[src/rtl/checkpoint_regfile.sv]
// Register file with a rename alias table and a small set of alias-table checkpoints
// for branch-mispredict recovery. Reads are combinational with rename/commit bypass.
module checkpoint_regfile #(
    parameter  int XLEN  = 32,
    parameter  int NREG  = 32,
    parameter  int TAGW  = 4,
    parameter  int NRD   = 2,
    parameter  int NCKPT = 4,
    localparam int RW    = $clog2(NREG),
    localparam int CW    = $clog2(NCKPT)
) (
    input  logic                 clk,
    input  logic                 rst,
    input  logic                 rdy,
    input  logic [NRD*RW-1:0]    rd_idx,
    output logic [NRD*TAGW-1:0]  rd_tag,
    output logic [NRD*XLEN-1:0]  rd_val,
    input  logic                 ren_en,
    input  logic [RW-1:0]        ren_reg,
    input  logic [TAGW-1:0]      ren_tag,
    input  logic                 cmt_en,
    input  logic [RW-1:0]        cmt_reg,
    input  logic [TAGW-1:0]      cmt_tag,
    input  logic [XLEN-1:0]      cmt_val,
    input  logic                 ck_save,
    output logic [CW-1:0]        ck_id,
    output logic                 ck_full,
    input  logic                 ck_release,
    input  logic [CW-1:0]        ck_rel_id,
    input  logic                 ck_restore,
    input  logic [CW-1:0]        ck_res_id,
    input  logic [NCKPT-1:0]     ck_kill_mask,
    input  logic                 flush_all
);

    logic [XLEN-1:0] reg_q     [NREG];
    logic [XLEN-1:0] reg_d     [NREG];
    logic [TAGW-1:0] alias_q   [NREG];
    logic [TAGW-1:0] alias_d   [NREG];
    logic [TAGW-1:0] alias_cc  [NREG];
    logic [TAGW-1:0] alias_post[NREG];
    logic [TAGW-1:0] snap_q    [NCKPT][NREG];
    logic [TAGW-1:0] snap_d    [NCKPT][NREG];
    logic [TAGW-1:0] snap_cc   [NCKPT][NREG];
    logic [NCKPT-1:0] valid_q;
    logic [NCKPT-1:0] valid_d;

    logic cmt_fire;
    logic ren_fire;

    assign cmt_fire = cmt_en && (cmt_reg != '0);
    assign ren_fire = ren_en && (ren_reg != '0);

    // A commit only bypasses a reader whose current alias is the retiring tag.
    for (genvar p = 0; p < NRD; p++) begin : g_rd
        logic [RW-1:0]   idx;
        logic [TAGW-1:0] alias_p;
        logic            hit_cmt;

        assign idx     = rd_idx[p*RW +: RW];
        assign alias_p = (ren_en && (ren_reg == idx) && (idx != '0)) ? ren_tag : alias_q[idx];
        assign hit_cmt = cmt_en && (cmt_reg == idx) && (alias_p == cmt_tag);
        assign rd_tag[p*TAGW +: TAGW] = ((idx == '0) || hit_cmt) ? '0 : alias_p;
        assign rd_val[p*XLEN +: XLEN] = (idx == '0) ? '0 : (hit_cmt ? cmt_val : reg_q[idx]);
    end

    assign ck_full = &valid_q;

    always_comb begin
        ck_id = '0;
        for (int k = NCKPT - 1; k >= 0; k--) begin
            if (!valid_q[k]) ck_id = CW'(k);
        end
    end

    always_comb begin
        // NOTE: every comb output gets a default first so no path leaves it unassigned (no latch).
        reg_d = reg_q;
        if (cmt_fire) reg_d[cmt_reg] = cmt_val;

        for (int i = 0; i < NREG; i++) begin
            alias_cc[i] = alias_q[i];
            if (cmt_fire && (cmt_reg == RW'(i)) && (alias_q[i] == cmt_tag)) alias_cc[i] = '0;
            alias_post[i] = alias_cc[i];
            if (ren_fire && (ren_reg == RW'(i))) alias_post[i] = ren_tag;
        end

        // Retired tags are scrubbed from snapshots so a later restore cannot revive them.
        for (int k = 0; k < NCKPT; k++) begin
            for (int i = 0; i < NREG; i++) begin
                snap_cc[k][i] = snap_q[k][i];
                if (cmt_fire && (cmt_reg == RW'(i)) && (snap_q[k][i] == cmt_tag)) snap_cc[k][i] = '0;
            end
        end

        snap_d  = snap_cc;
        alias_d = alias_post;
        valid_d = valid_q;

        if (flush_all) begin
            alias_d = '{default: '0};
            valid_d = '0;
        end else if (ck_restore) begin
            alias_d = alias_cc;
            if (valid_q[ck_res_id]) begin
                alias_d            = snap_cc[ck_res_id];
                valid_d            = valid_q & ~ck_kill_mask;
                valid_d[ck_res_id] = 1'b0;
            end
        end else begin
            if (ck_release) valid_d[ck_rel_id] = 1'b0;
            if (ck_save && !ck_full) begin
                valid_d[ck_id] = 1'b1;
                snap_d[ck_id]  = alias_post;
            end
        end
    end

    // NOTE: sequential state uses non-blocking assignments so all registers update together.
    always_ff @(posedge clk) begin
        if (rst) begin
            reg_q   <= '{default: '0};
            alias_q <= '{default: '0};
            valid_q <= '0;
        end else if (rdy) begin
            reg_q   <= reg_d;
            alias_q <= alias_d;
            valid_q <= valid_d;
        end
    end

    // NOTE: snapshot storage is not reset; its contents only matter once the valid bit is set.
    always_ff @(posedge clk) begin
        if (!rst && rdy) snap_q <= snap_d;
    end

endmodule

[config.mk]
export PLATFORM = sky130hd
export DESIGN_NAME = checkpoint_regfile
export DESIGN_NICKNAME = d
export VERILOG_FILES = /design/src/rtl/checkpoint_regfile.sv
export SDC_FILE = /design/constraint.sdc
export NUM_CORES = 2
export LEC_CHECK = 0
export BUFFER_PORTS_ARGS = -buffer_cell sky130_fd_sc_hd__buf_2
export CAP_MARGIN = 5
export CELL_PAD_IN_SITES_DETAIL_PLACEMENT = 2
export CELL_PAD_IN_SITES_GLOBAL_PLACEMENT = 2
export CORE_MARGIN = 2
export CORE_UTILIZATION = 41
export DETAILED_ROUTE_END_ITERATION = 8
export PLACE_DENSITY = 0.81
export SLEW_MARGIN = 0
export SYNTH_ARGS = -nofsm -noshare
export SYNTH_HDL_FRONTEND = slang
export SYNTH_SLANG_ARGS = --single-unit
[constraint.sdc]
create_clock -name clk -period 40.8 [get_ports clk]
set_clock_uncertainty 0.1 [all_clocks]
set_input_delay 8.16 -clock clk [delete_from_list [all_inputs] [get_ports clk]]
set_output_delay 8.16 -clock clk [all_outputs]
set_load 0.005 [all_outputs]
==> metrics.txt <==
setup_tns=0 ps; Root Driver=clkbuf_16; Layout Utilization=45.0%; CTS Buffer Depth=3; Max-cap violations=0; hold buffers post-CTS=0; outcome=completed; Yosys top cell area share=between 20% and 30%; Die H=around 490 µm; htree depth=4; GR Util All Layers=a little under two fifths; Placer Congestion=~0.88; slew margin rel.=16.0%; Mapped Avg Cell Area=~9.2 µm²; Synth Flop Type=dfxtp_1; Vias=90300; fmax=45.5 MHz; GR Overflow Total=0; FFs w/ async S/R, synth=0%; register area share after synthesis=approximately 40%; port bufs=about 150; unrepaired setup endpoints after global routing=no; hold crit path type=flop to flop; M1 wire length=172000 µm; Critical Path AT=roughly 14000 ps; Synth Register Bits=between 1500 and 2000; core area=roughly 0.23 mm²; Area growth syn-to-layout=9.31%; crit share post-route=a little over half; synth cell count leaders=nand2_1, a21oi_1, dfxtp_1; CP required=between 30000 and 40000 ps; Yosys warning count=0; Worst setup EP type=primary output; first-pass GRT wire length=662000 µm; Peak VDD IR=0.0349 mV; worst-margin pin slew=around 1200 ps; Routed met2 length=~210000 µm; Routed wire per std cell=34.8 µm; vias per cell=about 6.9; DR pass1 iterations=5; total leakage power=34.9 nW; Worst Setup Start Kind=input pin; postcts setup bufs=0; top routing layer in use=met5; Final Max Slew Viols=0; largest net degree at the start of global routing=208; filler instances=approximately 24000; initial detailed-routing violation count=between 10000 and 15000; Post-DRT Antenna Nets=0; number of enable flip-flop cells after synthesis=roughly 510; Period minus WS final=around 22000 ps; Gate Count Post-Synth=10400; total power=0.00392 W; metal3 WL=43000 µm; Power Dens Cells=roughly 37 mW/mm²; Final Net Count=around 9900; CTS resizes=0; total CTS buffers=roughly 190; synth top area cells=dfxtp_1, mux4_2, edfxtp_1; cell taking the most area after synthesis=dfxtp_1; Setup-failing EPs final=0; row count=about 180; WL final=455000 µm; post-DP HPWL=249000 µm; Clk pin slew, worst setup/hold paths=approximately 60 ps; Netlist cell types=between 70 and 80; Clock Latency Late Sink=around 860 ps; clock sinks=about 1700; most numerous cell in the Yosys netlist=nand2_1; CTS tree=yes; Crit Path Class=input pin to primary output; Die Wd=487 µm; ratio of cells with drive above 1 in the final layout=between 10 and 15%; Fin. Hold Viols=0; synthesized area=0.0957 mm²; vias in the first global route=between 90000 and 100k; Synthesized Nets=approximately 10000; CP max FO=around 80; Residual DRC=0; initial core utilization=just over 40%; DIE AREA=about 0.24 mm²; initial antenna violation count=33; I/O pins=around 150
cell families after synthesis:
group,after synthesis,synth area share [%]
AOI/OAI and AO/OA,2318,13.3
xor gates and xnor gates,648,5.93
buffers and inverters,1035,4.28
DFF,1668,40.2
muxes,874,18.5
and+or+nand+nor,3827,17.7
layout make-up:
type	instances	area [µm²]	share of cell area, %
antenna	17	42.5	0.0407
clock buffer	303	5830	5.58
clock inverter	55	612	0.585
timing repair buffer	298	2140	2.04
sequential	1668	38500	36.8
inverter	11	51.3	0.0490
multi-input combinational	7667	53600	51.3
tap	3043	3810	3.64
worst max-delay path, stage by stage:
cell	delay, ps
buf_8	670
buf_4	900
mux4_2	620
mux2i_1	240
nor2_1	110
nor4_4	290
xnor2_1	110
o31a_2	410
buf_4	340
or2_2	370
buf_4	340
a21oi_1	720
buf_2	240
metal layers:
layer | vias up | global-route usage (%)
li1 | 36500 | -
met1 | 47000 | 45.8
met3 | 1647 | 8.56
met5 | - | 0
met2 | 5154 | 59.6
met4 | 32 | 23.1
power by group:
group          total (W)  internal, W  switching (W)  leakage, nW
registers        0.00176      0.00174      0.0000230         14.1
logic           0.000349     0.000101       0.000248         17.6
clock network    0.00181      0.00103       0.000786         3.18
through the flow:
step | instances | worst slack (ps) | area [µm²] | hold slack, ps
global placement | 12700 | 18920 | 98100 | 348
detailed placement | 12700 | 18960 | 98100 | 363
CTS | 13000 | 18930 | 105000 | 373
floorplan | 10400 | 9360 | 95700 | 343
finish | 13100 | 18830 | 105000 | 373
global route | 13100 | 18560 | 105000 | 386
sequential cells by signal, summed over array words and instances (netlist names):
register,flops
reg_q,1024
alias_q,128
snap_q,512
valid_q,4
worst paths after layout:
kind / start / end / slack, ps / depth (start not counted)
min reg2reg: reg_q[333]$_SDFFE_PP0P_ / reg_q[333]$_SDFFE_PP0P_ / 370 / 2
max: rd_idx[0] / rd_val[31] / 18830 / 13
max reg2reg: valid_q[0]$_SDFFE_PP0P_ / alias_q[41]$_SDFFE_PP0P_ / 37250 / 7
min: reg_q[333]$_SDFFE_PP0P_ / reg_q[333]$_SDFFE_PP0P_ / 370 / 2
cells in the final DEF (no fill, tap or decap), types with 202 or more instances in the layout:
master / count
edfxtp_1: 512
nand2_1: 2299
a21oi_1: 1261
and3_1: 202
nand3_1: 667
o21ai_0: 625
nor2_1: 205
xor2_1: 509
clkbuf_16: 202
dfxtp_1: 1156
mux4_2: 713
Power figures use the tool's default switching activity.
